===== config.mk =====
export PLATFORM = sky130hd
export DESIGN_NAME = seg_scan_driver
export DESIGN_NICKNAME = d
export VERILOG_FILES = /design/src/rtl/seg_pkg.sv /design/src/rtl/seg_char_decode.sv /design/src/rtl/seg_scan_driver.sv
export SDC_FILE = /design/constraint.sdc
export NUM_CORES = 1
export LEC_CHECK = 0
export CAP_MARGIN = 40
export CORE_ASPECT_RATIO = 1.5
export CORE_UTILIZATION = 45
export CTS_BUF_LIST = sky130_fd_sc_hd__clkbuf_4 sky130_fd_sc_hd__clkbuf_8 sky130_fd_sc_hd__clkbuf_16
export DETAILED_ROUTE_END_ITERATION = 8
export GPL_TIMING_DRIVEN = 0
export PLACE_DENSITY = 0.65
export SYNTH_ARGS = -nofsm -noshare
export SYNTH_HDL_FRONTEND = slang
export SYNTH_SLANG_ARGS = --single-unit

===== constraint.sdc =====
create_clock -name clk_in -period 3.14 [get_ports clk_in]
set_input_delay 0.314 -clock clk_in [delete_from_list [all_inputs] [get_ports clk_in]]
set_output_delay 0.314 -clock clk_in [all_outputs]
set_load 0.01 [all_outputs]

===== src/rtl/seg_pkg.sv =====
// rtl/seg_pkg.sv - shared character codes and seven-segment pattern table for display producers
package seg_pkg;

    typedef logic [5:0] char_t;

    typedef enum logic [5:0] {
        CH_0 = 6'd0, CH_1, CH_2, CH_3, CH_4, CH_5, CH_6, CH_7, CH_8, CH_9,
        CH_BLANK = 6'd10,
        CH_A = 6'd11, CH_B, CH_C, CH_D, CH_E, CH_F, CH_G, CH_H, CH_I, CH_J,
        CH_K, CH_L, CH_M, CH_N, CH_O, CH_P, CH_Q, CH_R, CH_S, CH_T,
        CH_U, CH_V, CH_W, CH_X, CH_Y, CH_Z
    } char_code_e;

    localparam int          NUM_CODES = 37;
    localparam logic [6:0]  SEG_OFF   = 7'h7F;
    localparam logic [7:0]  AN_OFF    = 8'hFF;

    // Active-low {g,f,e,d,c,b,a}; entries are indexed by character code.
    localparam logic [6:0] SEG_TABLE [NUM_CODES] = '{
        7'b1000000, 7'b1111001, 7'b0100100, 7'b0110000, 7'b0011001,
        7'b0010010, 7'b0000010, 7'b1111000, 7'b0000000, 7'b0010000,
        7'b1111111,
        7'b0001000, 7'b0000011, 7'b1000110, 7'b0100001, 7'b0000110,
        7'b0001110, 7'b1000010, 7'b0001001, 7'b1001111, 7'b1100001,
        7'b0001010, 7'b1000111, 7'b1101010, 7'b0101011, 7'b1000000,
        7'b0001100, 7'b0011000, 7'b0101111, 7'b0010010, 7'b0000111,
        7'b1000001, 7'b1100011, 7'b1010101, 7'b0001001, 7'b0010001,
        7'b0100100
    };

endpackage


===== src/rtl/seg_char_decode.sv =====
// rtl/seg_char_decode.sv - combinational character code to active-low cathode pattern
module seg_char_decode
    import seg_pkg::*;
(
    input  char_t      code,
    output logic [6:0] seg
);

    always_comb begin
        seg = SEG_OFF;
        if (code <= CH_Z) begin
            seg = SEG_TABLE[code];
        end
    end

endmodule


===== src/rtl/seg_scan_driver.sv =====
// rtl/seg_scan_driver.sv - 8-digit multiplexed seven-segment scanner with frame snapshot and guard
// Optional display blink is compiled in with SEG_SCAN_BLINK_EN.
module seg_scan_driver
    import seg_pkg::*;
#(
    parameter int DIGIT_PERIOD = 100000,
    parameter int GUARD_CYCLES = 1000,
    parameter int BLINK_FRAMES = 64
) (
    input  logic       clk_in,
    input  logic       rst_n_in,
    input  char_t      seg_data_in [7:0],
    input  logic       blink_in,
    output logic [6:0] cat_out,
    output logic [7:0] an_out,
    output logic       frame_start_out
);

    localparam int              CNT_W   = $clog2(DIGIT_PERIOD);
    localparam logic [CNT_W-1:0] LAST_C  = CNT_W'(DIGIT_PERIOD - 1);
    localparam logic [CNT_W-1:0] GUARD_C = CNT_W'(GUARD_CYCLES);

    logic [CNT_W-1:0] cnt;
    logic [2:0]       idx;
    char_t            frame [7:0];
    logic             slot_end;
    logic             snap;
    logic [6:0]       cur_seg;
    logic             blank_all;
    logic [7:0]       an_nxt;
    logic [6:0]       cat_nxt;

    assign slot_end = (cnt == LAST_C);
    assign snap     = slot_end && (idx == 3'd7);

    always_ff @(posedge clk_in or negedge rst_n_in) begin
        if (!rst_n_in) begin
            cnt <= '0;
            idx <= '0;
        end else if (slot_end) begin
            cnt <= '0;
            idx <= idx + 3'd1;
        end else begin
            cnt <= cnt + 1'b1;
        end
    end

    // The displayed frame only changes between the last slot and digit 0.
    always_ff @(posedge clk_in or negedge rst_n_in) begin
        if (!rst_n_in) begin
            for (int k = 0; k < 8; k++) begin
                frame[k] <= CH_BLANK;
            end
        end else if (snap) begin
            for (int k = 0; k < 8; k++) begin
                frame[k] <= seg_data_in[k];
            end
        end
    end

`ifdef SEG_SCAN_BLINK_EN
    localparam int FC_W = (BLINK_FRAMES > 1) ? $clog2(BLINK_FRAMES) : 1;

    logic [FC_W-1:0] frame_cnt;
    logic            phase;
    logic            blink_q;

    always_ff @(posedge clk_in or negedge rst_n_in) begin
        if (!rst_n_in) begin
            frame_cnt <= '0;
            phase     <= 1'b0;
            blink_q   <= 1'b0;
        end else if (snap) begin
            blink_q <= blink_in;
            if (frame_cnt == FC_W'(BLINK_FRAMES - 1)) begin
                frame_cnt <= '0;
                phase     <= ~phase;
            end else begin
                frame_cnt <= frame_cnt + 1'b1;
            end
        end
    end

    assign blank_all = blink_q & phase;
`else
    logic unused_blink;

    assign unused_blink = blink_in;
    assign blank_all    = 1'b0;
`endif

    seg_char_decode u_decode (
        .code (frame[idx]),
        .seg  (cur_seg)
    );

    // Anodes stay off at the start of each slot so the previous digit's charge bleeds away.
    always_comb begin
        an_nxt  = AN_OFF;
        cat_nxt = SEG_OFF;
        if (cnt >= GUARD_C) begin
            an_nxt  = ~(8'b1 << idx);
            cat_nxt = cur_seg;
        end
        if (blank_all) begin
            an_nxt = AN_OFF;
        end
    end

    always_ff @(posedge clk_in or negedge rst_n_in) begin
        if (!rst_n_in) begin
            an_out          <= AN_OFF;
            cat_out         <= SEG_OFF;
            frame_start_out <= 1'b0;
        end else begin
            an_out          <= an_nxt;
            cat_out         <= cat_nxt;
            frame_start_out <= snap;
        end
    end

endmodule


=== Word-level counts from Yosys, hierarchy flattened ===
Memories as Yosys holds them, arrays and structs flattened.
Index checks and enable logic that the tools add are counted.

* Output and inout port bits: 16
* Register bits after elaboration: 84
* Word-level logic and storage cells: 34
* Bits of input ports: 51
* Bits in read-only memories: 448
* Memories kept: 1

* Reduce and logical (&&, ||, !) cells: 1
* Shift operators: 1
* Add/sub/neg operators: 2
* Bitwise logic cells: 2
* Multiplexer cells: 8
* Magnitude comparators: 4
* Eq/ne operators: 2

{| class="wikitable"
|+ Memory list
! name !! depth !! bits a word !! rd ports !! clocked after memory_dff !! write ports !! RTL line !! text
|-
| (name not given) || 64 || 7 || 1 || 0 || 0 || seg_char_decode.sv:12 || <nowiki>seg = SEG_TABLE[code];</nowiki>
|}

{| class="wikitable"
|+ Operators by type and width
! operator !! number
|-
| $mux 7 || 4
|-
| $bmux 6 s3 || 1
|-
| $add 17x1->17 const B || 1
|-
| $eq 17x17->1 const B || 1
|-
| $ge 17x10->1 const B || 1
|-
| $mux 17 || 1
|-
| $mux 8 || 1
|-
| $not 8->8 || 1
|-
| $shl 1x3->8 const A || 1
|-
| $ge 7x7->1 const B || 1
|-
| $not 6->7 || 1
|-
| $le 6x6->1 const B || 1
|-
| $mux 6 || 1
|-
| $lt 3x4->1 const B || 1
|-
| $add 3x1->3 const B || 1
|-
| $eq 3x3->1 const B || 1
|-
| $logic_and 1x1->1 || 1
|}

=== Logic depth before layout (Yosys ltp) ===
Gate-level depths: netlist of the first run.

* Word-level depth: 8
* Gate-level depth with buffers: 11
* Mapped depth without buffers: 9

=== Modules after synthesis ===
A second synthesis of the first run with hierarchy kept.

* Cells, all modules: 362
* Area, all modules: 4,450.5 um2

{| class="wikitable"
|+ Modules (own cells, without submodules)
! module !! area each (um2) !! seq. area each (um2) !! cells an instance !! times used
|-
| seg_scan_driver || 3,844.9 || 2,140.8 || 274 || 1
|-
| seg_char_decode || 605.6 || 0.0 || 88 || 1
|}

=== Least setup slack after synthesis of the first run ===
Ideal clock, no wire load.

* Path kind: register to register
* Start: register idx[1]
* End: register cat_out[1]
* Setup time: 77 ps
* Period minus slack after synthesis: 2,527 ps
* Buffers on the path: 2
* Slack: 613 ps
* Required time: 3,063 ps
* Arrival: 2,450 ps
* Cell stages (with the launch flop): 11
* Path through: dfrtp_1 -> buf_6 -> buf_6 -> mux4_2 -> mux2_2 -> inv_1 -> ha_1 -> nor2_1 -> a211o_1 -> a211o_1 -> a31oi_1

* Word-level cells in the longest chain between the ends: 8
* Elaborated cells between the ends (all ways): 9
* Classes of those cells: 1 x order compare; 6 x mux; 1 x bitwise; 1 x memory

{| class="wikitable"
|+ Ends and longest elaborated chain
! element !! RTL line !! text
|-
| start: declaration || seg_scan_driver.sv:24 || <nowiki>logic [2:0] idx;</nowiki>
|-
| start signal: assignment || seg_scan_driver.sv:42 || <nowiki>idx <= idx + 3'd1;</nowiki>
|-
| $bmux 6 s3 (*) || seg_scan_driver.sv:93 || <nowiki>.code (frame[idx]),</nowiki>
|-
| $mux 6 (implied by the code) (*) || seg_scan_driver.sv:93 ||
|-
| $not 6->7 (implied by the code) || seg_char_decode.sv:12 ||
|-
| $mem_v2 64x7 || -- ||
|-
| $mux 7 (implied by the code) (2 in a row) || seg_char_decode.sv:12 ||
|-
| $mux 7 (*) || seg_char_decode.sv:11 || <nowiki>if (code <= CH_Z) begin</nowiki>
|-
| $mux 7 (*) || seg_scan_driver.sv:101 || <nowiki>if (cnt >= GUARD_C) begin</nowiki>
|-
| via cat_nxt[1] || seg_scan_driver.sv:31 || <nowiki>logic [6:0] cat_nxt;</nowiki>
|-
| end signal: assignment || seg_scan_driver.sv:117 || <nowiki>cat_out <= cat_nxt;</nowiki>
|-
| end: declaration || seg_scan_driver.sv:14 || <nowiki>output logic [6:0] cat_out,</nowiki>
|}

Mark *: on every way through the listed nets, which the timed path passes. The rest lies on a longest branch. The select of a mux whose other input is x is not followed.
A chain may end at the register's enable or synchronous reset.

=== Final worst setup path of the first run ===
* Start: register idx[0]
* End: register cat_out[6]

Same word-level chain as after synthesis.

==> results of run 1 <==
## cell usage in the layout (no fill, tap or decap), drive strengths merged, types with 5 or more instances in the layout
| cell | Yosys | routed |
|---|---|---|
| ha | 16 | 16 |
| mux4 | 10 | 10 |
| a21oi | 7 | 7 |
| clkdlybuf4s50 | 0 | 64 |
| o21ai | 8 | 8 |
| clkbuf | 12 | 24 |
| mux2 | 5 | 5 |
| buf | 13 | 14 |
| xnor2 | 9 | 9 |
| nor2 | 23 | 23 |
| xor2 | 8 | 8 |
| nand2 | 170 | 170 |
| inv | 9 | 10 |
| and3 | 5 | 5 |
| dfrtp | 53 | 53 |
| dfstp | 31 | 31 |
| nand3 | 10 | 10 |
| nor3 | 8 | 8 |
| mux2i | 11 | 11 |
## worst max path at each step
stage	startpoint	end	slack, ns	depth (start not counted)
finish	idx[0]$_DFFE_PN0N_	cat_out[6]$_DFF_PN1_	0.14	11
global placement	rst_n_in	frame[14]$_DFFE_PN0P_	-1.13	1
CTS	idx[0]$_DFFE_PN0N_	cat_out[6]$_DFF_PN1_	0.05	11
detailed placement	idx[0]$_DFFE_PN0N_	cat_out[6]$_DFF_PN1_	0.07	11
floorplan	idx[1]$_DFFE_PN0N_	cat_out[1]$_DFF_PN1_	0.61	10
global route	idx[1]$_DFFE_PN0N_	cat_out[0]$_DFF_PN1_	0.01	9
## flip-flops by register name, indices dropped and copies added (netlist names)
| name | count |
|---|---|
| frame | 48 |
| cnt | 17 |
| an_out | 8 |
| cat_out | 7 |
| idx | 3 |
| frame_start_out | 1 |
## area by class of cell
cell class	count	share of cell area, %
tap	112	2.56
inverter	9	0.616
clock inverter	5	1.48
buffer	25	2.35
clock buffer	11	4.61
sequential	84	39.0
multi-input combinational	335	36.8
timing repair buffer	67	12.5
## power breakdown
part           switching (mW)  internal (mW)
clock                   0.434          0.741
combinational          0.0291         0.0574
sequential                  0           1.08
## through the flow
step	TNS (ns)	area, um^2	std cells
3_3_place_gp	-64.75	5100	630
3_5_place_dp	0	5130	631
6_report	0	5480	648
5_1_grt	0	5480	648
4_1_cts	0	5470	648
2_1_floorplan	0	4310	453
## cell families after synthesis
group	share of synthesized area [%]
flops	49.7
simple gates	21.8
fa+ha+maj	4.64
mux	9.26
compound gates	7.52
buf+inv	3.71
xor+xnor	3.45
## what timing repair did
action / in CTS / in global routing
endpoints found under the setup margin: 0 / 1
endpoints found under the hold margin: 21 / 0
hold buffers: 1 / 0
gates resized for setup: 0 / 5
## critical path, cell delays in order (launching register included)
cell and delay [ns]:
sky130_fd_sc_hd__dfrtp_1 0.38, sky130_fd_sc_hd__clkbuf_4 0.27, sky130_fd_sc_hd__mux4_2 0.55, sky130_fd_sc_hd__nand2_1 0.08, sky130_fd_sc_hd__and2_1 0.11, sky130_fd_sc_hd__buf_2 0.19
sky130_fd_sc_hd__inv_1 0.14, sky130_fd_sc_hd__ha_2 0.25, sky130_fd_sc_hd__nor2_1 0.22, sky130_fd_sc_hd__a2111oi_2 0.07, sky130_fd_sc_hd__a2111oi_1 0.53, sky130_fd_sc_hd__o21ai_1 0.11
## per-layer routing
metal	part of all wire (%)	vias to the layer above	routed length (um)
met1	43	1617	4200
met5	0	-	0
met4	1.8	0	180
met3	3.7	13	363
li1	-	1669	-
met2	52	96	5090
==> flow_metrics.py, run 1 <==
metrics = {
    "run_status": {
        "status": "finished clean",
    },
    "drt": {
        "first_iter_violations": 221,
        "drt_first_pass_iters": 4,
        "finalWirelength_um": 9830,
        "wl_per_cell_um": 15.2,
        "ant_nets": 0,
        "dr_total_vias": 3395,
        "via_per_inst": 5.24,
        "drc_errors": 0,
    },
    "setup_path": {
        "path_max_fanout": 9,
        "worst_setup_path_category": "reg2reg",
        "timing.critical_path.arrival_ns": 3.25,
        "crit-reg2reg-launch": "idx[0]$_DFFE_PN0N_",
        "required_ns": 3.40,
        "cell_depth_of_the_worst_flop_to_flop_path": 11,
        "crit_path_start_kind": "register",
        "worstSetupEndpointType": "register",
        "setup.reg_to_reg.worst_slack_ns": 0.14,
        "r2r-end": "cat_out[6]$_DFF_PN1_",
    },
    "cells_and_area": {
        "layout_stage_area_growth_over_the_synthesis_result_pct": 27.2,
        "final_layout_size_suffix_gt1_share_pct": 14.7,
        "multi_input_comb_area_mm2": 0.00202,
        "filler_cell_count": 819,
        "antenna-diode-count": 0,
        "sequential_cell_area_mm2": 0.00214,
        "postLayoutCoreUtil_pct": 59.3,
        "final_net_count": 598,
    },
    "synthesis": {
        "synth_cells": 453,
        "yosys_most_used_dff": "sky130_fd_sc_hd__dfrtp_1",
        "post-synth-top-count-cell": "sky130_fd_sc_hd__nand2_1",
        "synth_async_sr_flop_share_pct": 100,
        "synth_top_area_cell": "sky130_fd_sc_hd__dfrtp_1",
        "synth_edf_count": 0,
        "synth-seq-cells": 84,
        "yosys-top-cells-area": "sky130_fd_sc_hd__dfrtp_1 (31%), sky130_fd_sc_hd__dfstp_2 (19%), sky130_fd_sc_hd__nand2_1 (15%), sky130_fd_sc_hd__mux4_2 (5.2%), sky130_fd_sc_hd__ha_1 (4.6%)",
        "syn-mean-instance-area_um2": 9.52,
        "yosysSeqAreaShare_pct": 49.7,
        "post_synth_num_cell_types": 46,
        "synth_nets": 520,
        "synth_area_mm2": 0.00431,
        "synth_top_area_share_pct": 30.8,
        "most_frequent_cells_after_synthesis": "sky130_fd_sc_hd__nand2_1 (170), sky130_fd_sc_hd__dfrtp_1 (53), sky130_fd_sc_hd__dfstp_2 (31)",
        "ys.warnings.count": 0,
    },
    "clocking": {
        "clock_latency_at_the_later_pin_of_the_worst_skew_pair_ns": 0.34,
        "cts.repair_timing.setup_buffer_count": 0,
        "tritoncts_clock_tree": "done",
        "cts_max_level": 3,
        "cts.path.max_buffers": 2,
        "numClockSinks": 84,
        "cts_inserted_buffers": 9,
        "ctsRootBufferMaster": "sky130_fd_sc_hd__clkbuf_16",
        "worst_setup_hold_path_clk_slew_ns": 0.06,
    },
    "timing": {
        "final.period_utilization_pct": 95.5,
        "timing.hold.ws_ns": 0.419,
        "grt_setup_unrepaired": "false",
        "fin_crit_ns": 3.00,
        "timing_worst_slew_pin_value_ns": 0.551,
        "finalClockSkew_ns": 0.00720,
        "setup_viol": 0,
        "finalHoldViolCount": 0,
        "post-route-worst-setup-slack_ns": 0.142,
        "timing.final.max_slew_violations": 0,
        "fmax_mhz": 334,
        "timing.slew.headroom_pct": 62.2,
    },
    "grt": {
        "grt_antenna_before_repair": 0,
        "grt_use_met2_pct": 36.6,
        "globalRoute.totalOverflow": 0,
        "grt-busiest-layer": "met2",
        "globalRouteMet3Util_pct": 4.57,
        "grt_max_degree": 61,
        "grt_pass1_wl_um": 16500,
        "grtUsageTotal_pct": 22.1,
        "vias_in_the_first_global_route": 3425,
        "global_route.usage.met1_pct": 27.9,
    },
    "pwr": {
        "p_total_mw": 2.35,
        "ir_drop_uv": 276,
        "power.static_leakage_nw": 2.36,
        "power.density_mw_per_mm2": 428,
    },
    "floorplanning": {
        "rows": 43,
        "ioPinCount": 67,
        "coreArea_mm2": 0.00925,
        "dieWidth_um": 81.9,
        "die_area_mm2": 0.00998,
        "fp.dieH_um": 122,
        "initial_core_util_pct": 46.6,
    },
    "flow_run": {
        "drv.max_cap_violation_count": 0,
    },
    "placed_design": {
        "pre_cts_ws_ns": 0.0711,
        "io_buffers": 65,
        "place_hpwl_um": 7170,
        "gp_routability_congestion": 0.876,
    },
    "min_path": {
        "min_path_type": "in2async",
    },
}
Power figures use the tool's default switching activity.
==> inputs of run 2 (changes only) <==
RECOVER_POWER = 50   (was not set)
SLEW_MARGIN = 25   (was not set)
==> run 2 against run 1 <==
  * The flow now finishes with violations (capacitance limit, slew limit)
  * Design area decreased by 0.89%
  * Register-to-register slack improved by 0.03 ns
  * Die area unchanged
  * Highest routed layer unchanged
  * Fmax increased by 0.96%
  * Setup slack improved by 0.029 ns
  * First-iteration DRC count decreased by 9.0%
  * Clock skew decreased by 0.00085 ns
  * Cell count decreased by 0.15%
  * Power decreased by 3.5%
==> flow_metrics.py, run 2 (synthesis gave the netlist of run 1 again) <==
metrics = {
    "floorplanning": {
        "fp.dieH_um": 122,
        "coreArea_mm2": 0.00925,
        "rows": 43,
        "dieWidth_um": 81.9,
        "ioPinCount": 67,
        "die_area_mm2": 0.00998,
        "initial_core_util_pct": 46.6,
    },
    "pwr": {
        "power.static_leakage_nw": 2.34,
        "p_total_mw": 2.26,
        "seq_power_share_pct": 47.9,
        "combinational_power_share_pct": 3.7,
        "power.density_mw_per_mm2": 416,
        "cellInternalPower_mw": 1.82,
        "reported_net_switching_power_mw": 0.444,
        "ir_drop_uv": 334,
        "clkPwrFrac_pct": 48.4,
        "sw_frac_of_total_pct": 19.6,
    },
    "drt": {
        "dr_total_vias": 3347,
        "drt_first_pass_iters": 4,
        "via_per_inst": 5.17,
        "finalWirelength_um": 9700,
        "first_iter_violations": 201,
        "wl_per_cell_um": 15.0,
        "drc_errors": 0,
        "ant_nets": 0,
    },
    "setup_path": {
        "crit-reg2reg-launch": "idx[1]$_DFFE_PN0N_",
        "worstPathCellList": "buf_6 -> buf_6 -> mux4_2 -> mux2_2 -> inv_1 -> ha_1 -> nor2_1 -> a211o_1 -> a211oi_1 -> o31ai_1",
        "setup.worst_path.start": "idx[1]$_DFFE_PN0N_",
        "required_ns": 3.39,
        "timing.critical_path.buf_inv": 3,
        "timing.critical_path.arrival_ns": 3.22,
        "path_max_fanout": 10,
        "worst_setup_path_category": "reg2reg",
        "critical-path-slowest-cell": "sky130_fd_sc_hd__mux4_2",
        "critPathMaxStageDelay_ns": 0.53,
        "crit_path_start_kind": "register",
        "crit_top_cell": "sky130_fd_sc_hd__buf_6",
        "worst_path_dominant_cell_family": "multiplexers",
        "worstSetupEndpointType": "register",
    },
    "timing": {
        "setup_viol": 0,
        "fin_crit_ns": 2.97,
        "timing_worst_slew_pin_value_ns": 2.51,
        "final.period_utilization_pct": 94.6,
        "timing.final.max_slew_violations": 47,
        "fmax_mhz": 337,
        "finalHoldViolCount": 0,
        "post-route-worst-setup-slack_ns": 0.171,
        "finalClockSkew_ns": 0.00635,
        "timing.slew.headroom_pct": -67.5,
        "timing.setup.tns_ns": 0,
        "grt_setup_unrepaired": "false",
    },
    "cells_and_area": {
        "number_of_flip_flops_under_the_largest_register_name": 48,
        "top_regs": "frame: 48 flops, cnt: 17 flops, an_out: 8 flops",
        "antenna-diode-count": 0,
        "final_net_count": 597,
        "layout.cells.most_common": "sky130_fd_sc_hd__nand2_1",
        "final_layout_size_suffix_gt1_share_pct": 14.4,
        "postLayoutCoreUtil_pct": 58.7,
        "final_cell_mix": "sky130_fd_sc_hd__nand2_1 (170), sky130_fd_sc_hd__clkdlybuf4s50_1 (63), sky130_fd_sc_hd__dfrtp_1 (53)",
        "post_layout_nonfiller_instances": 647,
        "largest_register": "frame",
        "filler_cell_count": 829,
        "layout_stage_area_growth_over_the_synthesis_result_pct": 26.1,
    },
    "clocking": {
        "ctsRootBufferMaster": "sky130_fd_sc_hd__clkbuf_16",
        "tritoncts_clock_tree": "done",
        "cts_max_level": 3,
        "worst_setup_hold_path_clk_slew_ns": 0.06,
        "numClockSinks": 84,
        "cts.hold.buffers_added": 0,
        "clock_latency_at_the_later_pin_of_the_worst_skew_pair_ns": 0.33,
        "cts_inserted_buffers": 9,
        "cts.path.max_buffers": 2,
    },
    "grt": {
        "vias_in_the_first_global_route": 3419,
        "grt_pass1_wl_um": 16500,
        "grtUsageTotal_pct": 22.2,
        "grt_max_degree": 48,
        "globalRoute.totalOverflow": 0,
        "grt_antenna_before_repair": 0,
    },
    "flow_run": {
        "drv.max_cap_violation_count": 1,
    },
    "placed_design": {
        "place_hpwl_um": 7200,
        "pre_cts_ws_ns": 0.0652,
        "io_buffers": 65,
        "gp_routability_congestion": 0.876,
        "place.detailed.instances": 631,
    },
    "run_status": {
        "failed_checks": "capacitance limit, slew limit",
        "status": "finished with violations",
    },
    "min_path": {
        "launch_point_of_the_worst_hold_path": "frame[45]$_DFFE_PN1P_",
        "min_path_type": "reg2reg",
    },
}
## run 2: power by group through the flow
stage / logic [mW] / clock network (mW) / registers (mW)
finish: 0.0841 / 1.09 / 1.08
floorplan: 0.000679 / 0 / 1.10
global route: 0.0930 / 1.16 / 1.08
CTS: 0.0867 / 1.12 / 1.08
global placement: 0.0823 / 0 / 1.10
detailed placement: 0.0864 / 0 / 1.10
## run 2: layout make-up
cell class	instances	area [um^2]	area share (%)
Timing Repair Buffer	66	664	12.2
Buffer	25	129	2.37
Clock inverter	3	43.8	0.806
Clock buffer	13	268	4.93
Inverter	9	33.8	0.622
Tap cell	112	140	2.58
Multi-Input combinational cell	335	2020	37.1
Sequential cell	84	2140	39.4
## run 2: worst paths after layout
check	endpoint	slack, ns	cells past startpoint
worst max-delay path	cat_out[2]$_DFF_PN1_	0.17	10
worst min-delay path	frame[45]$_DFFE_PN1P_	0.45	2
worst max register to register	cat_out[2]$_DFF_PN1_	0.17	10
worst min register to register	frame[45]$_DFFE_PN1P_	0.45	2
max in group asynchronous	frame[8]$_DFFE_PN0P_	0.96	1
min in group asynchronous	cnt[5]$_DFF_PN0_	0.76	1
## run 2: routing by layer
layer	global-route usage, %	up-vias	share of wire [%]
li1	-	1667	-
met2	35.6	81	50
met4	9.98	0	2.4
met3	3.67	18	2.9
met5	0	-	0
met1	29.1	1581	45
## run 2: worst reg2reg max path: stages (launching register included)
cell	delay [ns]
sky130_fd_sc_hd__dfrtp_1	0.41
sky130_fd_sc_hd__buf_6	0.17
sky130_fd_sc_hd__buf_6	0.17
sky130_fd_sc_hd__mux4_2	0.54
sky130_fd_sc_hd__mux2_2	0.39
sky130_fd_sc_hd__inv_1	0.20
sky130_fd_sc_hd__ha_1	0.25
sky130_fd_sc_hd__nor2_1	0.09
sky130_fd_sc_hd__a211o_1	0.32
sky130_fd_sc_hd__a211oi_1	0.25
sky130_fd_sc_hd__o31ai_1	0.11
## run 2: stage by stage
stage | hold slack (ns) | instance area (um^2)
6_report | 0.450 | 5440
5_1_grt | 0.461 | 5440
4_1_cts | 0.00340 | 5430
3_5_place_dp | 0.371 | 5120
3_3_place_gp | 0.441 | 5100
2_1_floorplan | 0.0184 | 4310
## run 2: timing repair
action / CTS / global route
buffers inserted: 0 / 0
setup endpoints to repair: 0 / 1
gates resized for setup: 0 / 4
